===== src/rtl/alu_share_arb.sv =====
// Two-port arbiter that time-shares one combinational ALU between two requesters,
// with a one-entry response register per port and per-port backpressure.
module alu_share_arb #(
    parameter int WIDTH      = 32,
    parameter int FIXED_PRIO = 0
) (
    input  logic             clk,
    input  logic             rst_n,
    input  logic             req_valid_0,
    input  logic             req_valid_1,
    output logic             req_ready_0,
    output logic             req_ready_1,
    input  logic [WIDTH-1:0] req_a_0,
    input  logic [WIDTH-1:0] req_b_0,
    input  logic [WIDTH-1:0] req_a_1,
    input  logic [WIDTH-1:0] req_b_1,
    input  logic [3:0]       req_op_0,
    input  logic [3:0]       req_op_1,
    output logic [WIDTH-1:0] alu_a,
    output logic [WIDTH-1:0] alu_b,
    output logic [3:0]       alu_op,
    input  logic [WIDTH-1:0] alu_out,
    output logic             resp_valid_0,
    output logic             resp_valid_1,
    output logic [WIDTH-1:0] resp_data_0,
    output logic [WIDTH-1:0] resp_data_1,
    input  logic             resp_ready_0,
    input  logic             resp_ready_1
);
    localparam logic [3:0] OP_IDLE = 4'b1111;

    logic             w_elig_0;
    logic             w_elig_1;
    logic             w_grant_0;
    logic             w_grant_1;
    logic             r_last_grant;   // index of the most recently granted port
    logic             r_resp_valid_0;
    logic             r_resp_valid_1;
    logic [WIDTH-1:0] r_resp_data_0;
    logic [WIDTH-1:0] r_resp_data_1;

    // A port is eligible if its response slot is free or being drained this cycle.
    always_comb begin
        w_elig_0  = rst_n && req_valid_0 && (!r_resp_valid_0 || resp_ready_0);
        w_elig_1  = rst_n && req_valid_1 && (!r_resp_valid_1 || resp_ready_1);
        w_grant_0 = 1'b0;
        w_grant_1 = 1'b0;
        if (w_elig_0 && w_elig_1) begin
            if ((FIXED_PRIO != 0) || r_last_grant) begin
                w_grant_0 = 1'b1;
            end else begin
                w_grant_1 = 1'b1;
            end
        end else begin
            w_grant_0 = w_elig_0;
            w_grant_1 = w_elig_1;
        end
    end

    always_comb begin
        alu_a  = '0;
        alu_b  = '0;
        alu_op = OP_IDLE;
        if (w_grant_0) begin
            alu_a  = req_a_0;
            alu_b  = req_b_0;
            alu_op = req_op_0;
        end else if (w_grant_1) begin
            alu_a  = req_a_1;
            alu_b  = req_b_1;
            alu_op = req_op_1;
        end
    end

    always_ff @(posedge clk) begin
        if (!rst_n) begin
            r_last_grant <= 1'b1;
        end else if (w_grant_0) begin
            r_last_grant <= 1'b0;
        end else if (w_grant_1) begin
            r_last_grant <= 1'b1;
        end
    end

    // A grant and a drain in the same cycle leave the slot full with the new result.
    always_ff @(posedge clk) begin
        if (!rst_n) begin
            r_resp_valid_0 <= 1'b0;
            r_resp_data_0  <= '0;
        end else if (w_grant_0) begin
            r_resp_valid_0 <= 1'b1;
            r_resp_data_0  <= alu_out;
        end else if (r_resp_valid_0 && resp_ready_0) begin
            r_resp_valid_0 <= 1'b0;
        end
    end

    always_ff @(posedge clk) begin
        if (!rst_n) begin
            r_resp_valid_1 <= 1'b0;
            r_resp_data_1  <= '0;
        end else if (w_grant_1) begin
            r_resp_valid_1 <= 1'b1;
            r_resp_data_1  <= alu_out;
        end else if (r_resp_valid_1 && resp_ready_1) begin
            r_resp_valid_1 <= 1'b0;
        end
    end

    assign req_ready_0  = w_grant_0;
    assign req_ready_1  = w_grant_1;
    assign resp_valid_0 = r_resp_valid_0;
    assign resp_valid_1 = r_resp_valid_1;
    assign resp_data_0  = r_resp_data_0;
    assign resp_data_1  = r_resp_data_1;
endmodule


===== config.mk =====
export PLATFORM = sky130hd
export DESIGN_NAME = alu_share_arb
export DESIGN_NICKNAME = d
export VERILOG_FILES = /design/src/rtl/alu_share_arb.sv
export SDC_FILE = /design/constraint.sdc
export NUM_CORES = 1
export LEC_CHECK = 0
export CORE_MARGIN = 5
export CORE_UTILIZATION = 29
export DETAILED_ROUTE_END_ITERATION = 8
export PLACE_DENSITY_LB_ADDON = 0.08
export SKIP_LAST_GASP = 1
export SYNTH_ARGS = -nofsm -noshare
export SYNTH_HDL_FRONTEND = slang
export SYNTH_SLANG_ARGS = --single-unit

===== constraint.sdc =====
create_clock -name clk -period 1.4 [get_ports clk]
set_clock_uncertainty 0.05 [all_clocks]
set_input_delay 0.21 -clock clk [delete_from_list [all_inputs] [get_ports clk]]
set_output_delay 0.21 -clock clk [all_outputs]
set_load 0.01 [all_outputs]

# Yosys cells after proc, flatten, opt, wreduce, memory -nomap -nowiden
# Cells that the tools add are included.
dict set report word_totals {
  in_bits 174
  word_cells 35
  regBits 67
  output_inout_bits 136
}
dict set report op_classes {
  reduce_logical 14
  mux 16
}
# operator n
set ops {}
lappend ops {{two-way mux 32 bit} 4}
lappend ops {{two-way mux 1 bit} 10}
lappend ops {{two-way mux 4 bit} 2}
lappend ops {{logical AND 1 bit} 7}
lappend ops {{nonzero test 2 bit} 3}
lappend ops {{zero test 1 bit} 2}
lappend ops {{logical OR 1 bit} 2}

# Logic depth before layout (Yosys ltp)
# Gate-level depths: netlist of the first run.
dict set report depth {
  depth_word 7
  ltp_mapped 5
  mapped_depth_nobuf 3
}

# Worst setup path after synthesis of the first run
# Ideal clock, no wire load.
dict set report synth_path {
  path_type {reg-to-output}
  startpoint {register r_resp_valid_1, in the netlist resp_valid_1}
  endpoint {output port alu_op[1]}
  path_buffers 1
  arrival_ns 1.371
  slack_ns -0.231
  t_required_ns 1.140
  path_stages_with_launch 5
  cell_sequence {dfxtp_1 > nand2b_4 > a311o_1 > buf_2 > o32a_1}
}
dict set report synth_via {
  elab_chain_cells 7
  elab_cells_between_ends 8
  classes_between {mux (4); reduce/logical (4)}
}
# element line_no
set synth_rtl {}
lappend synth_rtl {{from (decl)} 38} ;# logic r_resp_valid_1;
lappend synth_rtl {{from (signal assigned)} 100} ;# r_resp_valid_1 <= 1'b0;
lappend synth_rtl {{from (signal assigned)} 103} ;# r_resp_valid_1 <= 1'b1;
lappend synth_rtl {{from (signal assigned)} 106} ;# r_resp_valid_1 <= 1'b0;
lappend synth_rtl {{zero test 1 bit *} 45} ;# w_elig_1 = rst_n && req_valid_1 && (!r_resp_valid_1 || resp_ready_1);
lappend synth_rtl {{logical OR 1 bit *} 45}
lappend synth_rtl {{logical AND 1 bit *} 45}
lappend synth_rtl {{logical AND 1 bit} 48} ;# if (w_elig_0 && w_elig_1) begin
lappend synth_rtl {{two-way mux 1 bit} 48}
lappend synth_rtl {{two-way mux 4 bit} 68} ;# end else if (w_grant_1) begin
lappend synth_rtl {{two-way mux 4 bit *} 64} ;# if (w_grant_0) begin
lappend synth_rtl {{to (decl)} 21} ;# output logic [3:0] alu_op,
# Every way passes the cells marked *; elsewhere a longest branch is shown, timed or not.

# Final worst setup path of the first run
dict set report layout_path {
  startpoint {register r_resp_valid_1, in the netlist resp_valid_1}
  endpoint {output port alu_a[23]}
}
dict set report layout_via {
  elab_chain_cells 7
  elab_cells_between_ends 8
  classes_between {mux (4); reduce/logical (4)}
}
# element line_no
set layout_rtl {}
lappend layout_rtl {{zero test 1 bit *} 45}
lappend layout_rtl {{logical OR 1 bit *} 45}
lappend layout_rtl {{logical AND 1 bit *} 45}
lappend layout_rtl {{logical AND 1 bit} 48}
lappend layout_rtl {{two-way mux 1 bit} 48}
lappend layout_rtl {{two-way mux 32 bit} 68}
lappend layout_rtl {{two-way mux 32 bit *} 64}
lappend layout_rtl {{to (decl)} 19} ;# output logic [WIDTH-1:0] alu_a,
# Marked as above.

==> run_results.csv, run 1 <==
group,metric,value,unit
finish,fillCellCount,980,
timing,setup_viol,135,
finish,syn_to_final_growth,136,%
grt,antenna_found_initial,0,
placement,port_buffers,309,
critical_path,cp.arrival,1.88,ns
critical_path,critPathKind,"reg -> out",
power,share_seq_of_total_power,0.299,
timing,fin_crit,2.14,ns
yosys,ys_seq_elements,67,
critical_path,rrSetupSlack,-0.46,ns
finish,multi_input_area,0.00266,mm^2
yosys,synthFlopType,"dfxtp_1",
grt,grt_overflow,0,
die,core_area,0.0121,mm^2
yosys,synth_edf_count,0,
grt,grt_pass1_vias,4836,
power,power_density,829,mW/mm^2
timing,hold_viol,0,
run_status,outcome,"finished, violations left",
yosys,synth_nets,665,
critical_path,crit_fanout,6,
critical_path,cp-start-kind,"flip-flop",
grt,grt_use_total,0.227,
clock_network,htree_levels,3,
critical_path,reg2reg_from,"resp_valid_1",
timing,final_max_slew_viol_count,0,
power,power.share.combinational,0.380,
yosys,synth_area_leaders,"dfxtp_1 37%, nand2_1 23%, mux2i_1 18%",
drt,route.detailed.drc,0,
yosys,syn_avg_cell_area,7.35,um^2
finish,seq_area,0.00135,mm^2
critical_path,r2r_cells,7,
drt,firstDrtPassIters,4,
hold_path,hp-start,"resp_ready_1",
yosys,synth_common_cells,"225 x nand2_1, 67 x dfxtp_1, 64 x mux2i_1, 64 x o22ai_1, 25 x clkbuf_1",
timing,fin_crit_sh,1.53,
grt,grt_max_degree,57,
yosys,synth_sequential_area_ratio,0.372,
yosys,yosysMostFrequentCell,"nand2_1",
hold_path,worst_hold_path.num_cells,4,
clock_network,insertion_delay,0.32,ns
yosys,syn_inst,491,
die,start_util,0.298,
power,power_leakage,0.00390,uW
drt,finalWirelength,18.8,mm
clock_network,hold_buffers,0,
run_status,violations,"setup timing",
drt,avgViaCountPerCell,4.83,
timing,tightest_slew,0.529,ns
finish,drive_above_1_share,0.275,
die,dieArea,0.0148,mm^2
drt,drtIter0Drc,170,
timing,rsz0062_at_grt,"true",
clock_network,root_buffer,"clkbuf_16",
power,ir_drop,0.675,mV
yosys,synthDistinctLibCells,18,
placement,dp_slack,-1.10,ns
die,io_pins,310,
drt,wl_per_cell,18.6,um
hold_path,hp-class,"in -> reg",
yosys,syn_area,0.00361,mm^2
placement,post-dp-hpwl,13.3,mm
clock_network,clk_pin_slew,0.05,ns
yosys,synth-async-reset-ratio,0,
clock_network,cts.path.max_buffers,2,
timing,timing.setup.tns,-67.90,ns
critical_path,timing.rr.end,"resp_data_0[0]",
power,clockPowerShare,0.321,
job,cap_violations,0,
clock_network,cts_tree,"built",
finish,final_nets,1012,
timing,hold_ws,0.251,ns
finish,diodes,0,
placement,place_area,0.00744,mm^2
power,p_int,4970,uW
grt,grt_first_pass_wirelength,26.1,mm
power,power.switching,2090,uW
drt,vias,4886,
die,rows,40,
yosys,synth_area_leader_cell,"dfxtp_1",
timing,max_freq,467,MHz
clock_network,cts_buffers,9,
clock_network,cts.sinks,67,
timing,layout_setup_ws,-0.741,ns
finish,finalInstanceArea,0.00851,mm^2
hold_path,min_to,"resp_valid_1",
yosys,yosys_warnings,0,
drt,ant_nets,0,
die,die_height,122,um
critical_path,cp.required,1.14,ns
timing,slew_headroom,0.647,
yosys,yosysTopAreaCellShare,0.372,
die,die_width,122,um
critical_path,end_kind,"output pin",
placement,globalplace.congestion,0.778,
power,swShare,0.296,
-- placed cells by master, fill, tap and decap left out, types with 2 or more instances in the layout --
| master | n |
|---|---|
| o21ai_0 | 2 |
| nor2_1 | 2 |
| mux2i_2 | 3 |
| o22ai_4 | 30 |
| dfxtp_1 | 64 |
| nand2b_1 | 5 |
| mux2i_1 | 61 |
| inv_1 | 3 |
| buf_6 | 35 |
| buf_8 | 4 |
| buf_12 | 18 |
| buf_2 | 39 |
| o22ai_2 | 30 |
| dlygate4sd2_1 | 67 |
| buf_16 | 8 |
| clkdlybuf4s15_2 | 8 |
| o22ai_1 | 4 |
| clkinvlp_4 | 4 |
| a21oi_1 | 2 |
| buf_4 | 26 |
| clkbuf_16 | 14 |
| dfxtp_2 | 2 |
| nand2_1 | 225 |
| o32a_1 | 4 |
| clkdlybuf4s50_1 | 170 |
-- stage by stage --
stage	power, uW	util	instances
3_5_place_dp	4450	0.615	957
5_1_grt	7360	0.703	1011
6_report	7060	0.703	1011
3_3_place_gp	4410	0.615	957
2_1_floorplan	3140	-	491
4_1_cts	6830	0.661	998
-- cell type report --
cell class,count,area share
repair buffers,383,0.467
well taps,168,0.0247
clock buffers,9,0.0265
flip-flops and latches,67,0.158
multi-input cells,374,0.313
clock inverters,7,0.00911
inverters,3,0.00132
-- repair_timing --
action | CTS | global route
gates cloned | 7 | 6
resized for setup | 384 | 85
setup endpoints to repair | 200 | 135
buffers inserted | 19 | 13
pin swaps | 6 | 16
-- power by group through the flow --
| stage | Combinational (uW) | Sequential [uW] | Clock (uW) |
|---|---|---|---|
| floorplan | 918 | 2220 | 0 |
| global placement | 2260 | 2150 | 0 |
| detailed placement | 2290 | 2160 | 0 |
| CTS | 2420 | 2110 | 2300 |
| global route | 2830 | 2130 | 2400 |
| finish | 2680 | 2110 | 2270 |
-- kinds of logic after synthesis --
kind of cell / share of synthesized area
AND/OR/NAND/NOR: 0.251
AO/OA/AOI/OAI: 0.134
flip-flops: 0.372
multiplexers: 0.178
buffers and inverters: 0.0652
-- worst max-delay path by stage --
stage                 start         to
6_report       resp_valid_1  alu_a[23]
3_5_place_dp   resp_ready_1  alu_a[13]
3_3_place_gp   resp_ready_1  alu_op[2]
5_1_grt        resp_valid_1  alu_a[23]
2_1_floorplan  resp_valid_1  alu_op[2]
4_1_cts        resp_valid_0  alu_op[3]
-- per-layer routing --
metal,up-vias,global-route usage,wire length [um]
met1,2272,0.237,6760
li1,2360,-,-
met4,0,0.0735,561
met3,39,0.0789,1690
met5,-,0,0
met2,215,0.422,9770
-- registers in the layout (all words and copies together) (netlist names) --
| signal | flops |
|---|---|
| resp_valid_1 | 1 |
| resp_data_0 | 32 |
| r_last_grant | 1 |
| resp_valid_0 | 1 |
| resp_data_1 | 32 |
-- worst max-delay path, stage by stage, from the launching register on --
cell and delay, ns:
dfxtp_4 0.35, nand2b_4 0.05, a311o_2 0.51, buf_12 0.18, buf_6 0.11, buf_6 0.12, o22ai_4 0.10, buf_6 0.12
No activity file was read; power rests on OpenSTA's default activity.
==> inputs of run 2 (changes only) <==
CORE_UTILIZATION = 25   (was 29)
==> run_results.csv, run 2 (synthesis results as in run 1) <==
group,metric,value,unit
grt,grt_use_total,0.210,
power,power_density,861,mW/mm^2
critical_path,cp_top_family,"buffers and inverters",
placement,globalplace.congestion,0.870,
grt,grt_overflow,0,
critical_path,crit_fanout,5,
power,swShare,0.274,
die,io_pins,310,
placement,post-dp-hpwl,12.7,mm
power,power.switching,2100,uW
power,clockPowerShare,0.351,
drt,ant_nets,0,
die,die_height,130,um
die,start_util,0.251,
die,dieArea,0.0169,mm^2
grt,grt_pass1_vias,5054,
finish,final_cell_mix,"224 x nand2_1, 169 x clkdlybuf4s50_1, 69 x dlygate4sd2_1",
grt,grt_max_degree,61,
die,rows,44,
run_status,outcome,"finished, violations left",
grt,met3_usage,0.0786,
timing,max_freq,471,MHz
finish,final_cells,1060,
critical_path,cp.required,1.14,ns
placement,port_buffers,309,
power,p_int,5580,uW
grt,grt_first_pass_wirelength,27.5,mm
clock_network,insertion_delay,0.32,ns
drt,finalWirelength,18.9,mm
power,power_leakage,0.00415,uW
grt,grt_busiest_layer,"met2",
grt,antenna_found_initial,3,
critical_path,crit_slowest_cell,"a311o_2",
power,share_seq_of_total_power,0.275,
drt,route.detailed.drc,0,
run_status,violations,"setup timing",
finish,final_nets,1043,
die,core_area,0.0144,mm^2
finish,finish.utilization,0.622,
grt,grt_use_met2,0.389,
finish,mostFrequentLayoutCell,"nand2_1",
timing,fin_crit_sh,1.52,
critical_path,slowest_delay,0.44,ns
clock_network,htree_levels,3,
timing,hold_viol,0,
power,power.share.combinational,0.374,
clock_network,cts.sinks,67,
placement,dp.cells,968,
grt,use_met1,0.213,
clock_network,root_buffer,"clkbuf_16",
finish,syn_to_final_growth,148,%
timing,hold_ws,0.280,ns
critical_path,cp_num_buf_inv,4,
timing,fin_crit,2.12,ns
critical_path,critPathKind,"reg -> out",
clock_network,cts_tree,"built",
hold_path,hp-class,"in -> reg",
clock_network,hold_buffers,0,
drt,vias,4986,
critical_path,crit_chain,"nand2b_4 > a311o_2 > buf_6 > buf_12 > buf_16 > o22ai_4 > buf_2",
timing,final_max_slew_viol_count,0,
placement,dp_slack,-1.14,ns
critical_path,end_kind,"output pin",
timing,rsz0062_at_grt,"true",
power,ir_drop,0.742,mV
timing,setup_viol,135,
drt,drtIter0Drc,139,
timing,layout_setup_ws,-0.725,ns
drt,avgViaCountPerCell,4.70,
critical_path,cp.arrival,1.86,ns
drt,firstDrtPassIters,4,
drt,wl_per_cell,17.9,um
clock_network,cts_buffers,9,
finish,fillCellCount,1224,
finish,drive_above_1_share,0.302,
clock_network,cts.path.max_buffers,2,
clock_network,clk_pin_slew,0.06,ns
die,die_width,130,um
timing,tightest_slew,0.565,ns
job,cap_violations,0,
timing,slew_headroom,0.623,
critical_path,cp-start-kind,"flip-flop",
==> run 2: path summary, 6_finish.rpt <==
| kind | start | end | slack (ns) | cells past startpoint |
|---|---|---|---|---|
| hold reg to reg | resp_data_1[24] | resp_data_1[24] | 0.40 | 2 |
| setup / recovery | resp_valid_1 | alu_b[23] | -0.72 | 7 |
| hold / removal | rst_n | r_last_grant | 0.28 | 3 |
| setup reg to reg | resp_valid_1 | resp_data_0[23] | -0.42 | 8 |
==> run 2: power groups by stage <==
stage / Combinational [uW] / Sequential [uW] / Clock (uW)
final: 2880 / 2110 / 2700
after global routing: 3050 / 2130 / 2850
after global placement: 2280 / 2150 / 0
after CTS: 2680 / 2110 / 2760
after detailed placement: 2300 / 2160 / 0
after floorplan: 918 / 2220 / 0
==> run 2: per-layer routing <==
| layer | wire, um | vias to the layer above |
|---|---|---|
| li1 | - | 2422 |
| met1 | 6740 | 2313 |
| met2 | 9670 | 209 |
| met3 | 1890 | 40 |
| met4 | 622 | 2 |
| met5 | 20 | - |
==> run 2: metrics by stage <==
step / cell area, um^2 / setup TNS (ns) / power, uW
3_3_place_gp: 7480 / -103.30 / 4430
3_5_place_dp: 7480 / -107.44 / 4460
2_1_floorplan: 4010 / -9.50 / 3140
4_1_cts: 8530 / -62.40 / 7550
6_report: 8930 / -65.46 / 7690
5_1_grt: 8930 / -73.84 / 8030
==> run 2: final cells by class <==
class,instances,area [um^2],area share
Tap cell,184,230,0.0258
Sequential cell,67,1350,0.151
Inverter,3,11.3,0.00126
Multi-Input combinational cell,374,2670,0.299
Antenna cell,2,5.00,0.000560
Clock buffer,11,254,0.0284
Clock inverter,5,108,0.0120
Timing Repair Buffer,414,4310,0.482
==> run 2: worst reg2reg max path, stage by stage (launching register included) <==
cell and delay (ns):
dfxtp_4 0.36, nand2b_4 0.06, a311o_2 0.44, buf_6 0.16, buf_12 0.13, buf_16 0.13
buf_12 0.13, buf_12 0.14, mux2i_1 0.11
==> run 2: what timing repair did <==
item                       4_1_cts  5_1_grt
setup endpoints to repair      200      135
pin swaps                        8       16
gates resized for setup        440       70
cloned                          12        3
buffers inserted                42       26
==> inputs of run 3 (changes only) <==
DONT_BUFFER_PORTS = 1   (was not set)
==> run_results.csv, run 3 (synthesis results as in run 1) <==
group,metric,value,unit
power,power_density,1050,mW/mm^2
placement,port_buffers,0,
critical_path,endpoint,"alu_op[2]",
critical_path,cp.arrival,1.73,ns
critical_path,end_kind,"output pin",
drt,routed.top_layer,"met5",
finish,drive_above_1_share,0.242,
critical_path,rrSetupSlack,-0.24,ns
power,ir_drop,0.545,mV
finish,final_cells,730,
die,io_pins,310,
critical_path,cp.required,1.14,ns
critical_path,reg2reg_from,"resp_valid_0",
clock_network,root_buffer,"clkbuf_16",
placement,dp.cells,664,
run_status,outcome,"finished, violations left",
timing,hold_viol,0,
finish,fillCellCount,1413,
finish,multi_input_area,0.00266,mm^2
run_status,violations,"setup timing",
grt,antenna_found_initial,1,
clock_network,insertion_delay,0.33,ns
drt,wl_met2,7.73,mm
drt,dr_wl_met3,1.62,mm
drt,route.detailed.drc,0,
grt,grt_max_degree,187,
drt,vias,3654,
grt,grt_overflow,0,
critical_path,r2r_cells,8,
drt,avgViaCountPerCell,5.01,
timing,rsz0062_at_grt,"true",
job,cap_violations,0,
die,start_util,0.251,
clock_network,clk_pin_slew,0.06,ns
placement,post-dp-hpwl,9.56,mm
drt,firstDrtPassIters,4,
finish,diodes,0,
timing,slew_headroom,0.655,
finish,final_nets,715,
die,dieArea,0.0169,mm^2
drt,m1WireLength,5.26,mm
drt,ant_nets,0,
finish,mostFrequentLayoutCell,"nand2_1",
placement,globalplace.congestion,0.793,
die,core_area,0.0144,mm^2
drt,finalWirelength,14.7,mm
drt,drtIter0Drc,142,
timing,max_freq,502,MHz
timing,tightest_slew,0.517,ns
critical_path,critPathKind,"reg -> out",
grt,grt_first_pass_wirelength,20.6,mm
timing,fin_crit,1.99,ns
clock_network,cts.path.max_buffers,2,
power,power_leakage,0.00231,uW
clock_network,cts_tree,"built",
finish,final_cell_mix,"225 x nand2_1, 64 x mux2i_1, 64 x dfxtp_1",
die,rows,44,
clock_network,cts.sinks,67,
grt,grt_pass1_vias,3606,
clock_network,htree_levels,3,
critical_path,timing.rr.end,"resp_data_1[4]",
finish,seq_area,0.00135,mm^2
clock_network,cts_buffers,9,
timing,fin_crit_sh,1.42,
timing,layout_setup_ws,-0.591,ns
critical_path,cp-start-kind,"flip-flop",
timing,final_max_slew_viol_count,0,
drt,wl_per_cell,20.2,um
timing,setup_viol,131,
placement,dp_slack,-0.316,ns
finish,syn_to_final_growth,55.1,%
die,die_width,130,um
grt,grt_use_total,0.160,
critical_path,crit_fanout,24,
die,die_height,130,um
hold_path,hp-class,"in -> reg",
critical_path,setup.worst_path.start,"resp_valid_1",
-- run 3: cell types whose count changed in the layout (fill, tap and decap cells not counted), moves of 25 or more --
cell and delta:
dlygate4sd2_1 -69, dlygate4sd3_1 +25, buf_2 -44, o22ai_2 -26
buf_6 -41, clkdlybuf4s50_1 -169
-- run 3: critical path, stage by stage, from the launching register on --
cell      delay, ns
dfxtp_4        0.35
nand2b_4       0.05
a311o_2        0.43
buf_12         0.18
o32a_1         0.38
-- run 3: cell type report --
class,instances,share of cell area
Clock buffer,11,0.0434
Multi-Input combinational cell,374,0.476
Clock inverter,5,0.00671
Timing Repair Buffer,86,0.190
Inverter,3,0.00201
Sequential cell,67,0.241
Tap cell,184,0.0412
-- run 3: repair_timing --
action	4_1_cts	5_1_grt
setup endpoints to repair	130	132
resized for setup	42	25
hold endpoints to repair	51	0
setup buffers	10	9
gates cloned	4	2
hold buffers	27	0
pin swaps	27	14
-- run 3: power breakdown --
part	total [uW]	switching, uW	internal [uW]
Sequential	2220	169	2050
Clock	2110	862	1250
Combinational	1550	785	763
Total	5880	1820	4060
-- run 3: worst min-delay path by stage --
stage | from | endpoint | depth (start not counted)
CTS | rst_n | resp_data_0[5] | 2
detailed placement | rst_n | r_last_grant | 1
global placement | rst_n | r_last_grant | 1
floorplan | req_valid_1 | resp_valid_1 | 2
global route | rst_n | resp_data_1[14] | 2
finish | alu_out[10] | resp_data_0[10] | 2
-- run 3: layer usage --
metal	vias to the layer above	track usage
met5	-	0
met4	2	0.0287
met3	10	0.0696
met2	184	0.295
met1	1703	0.170
li1	1755	-
-- run 3: per-stage QoR --
stage	hold slack (ns)	setup TNS [ns]	power, uW	area (um^2)	utilization
after floorplan	0.311	-9.50	3140	4010	-
after global placement	0.289	-21.05	3340	4330	0.301
after detailed placement	0.263	-23.13	3350	4330	0.301
after CTS	0.000422	-44.40	5830	5360	0.373
after global routing	0.00114	-52.02	6170	5590	0.389
final	0.00669	-41.97	5880	5590	0.389
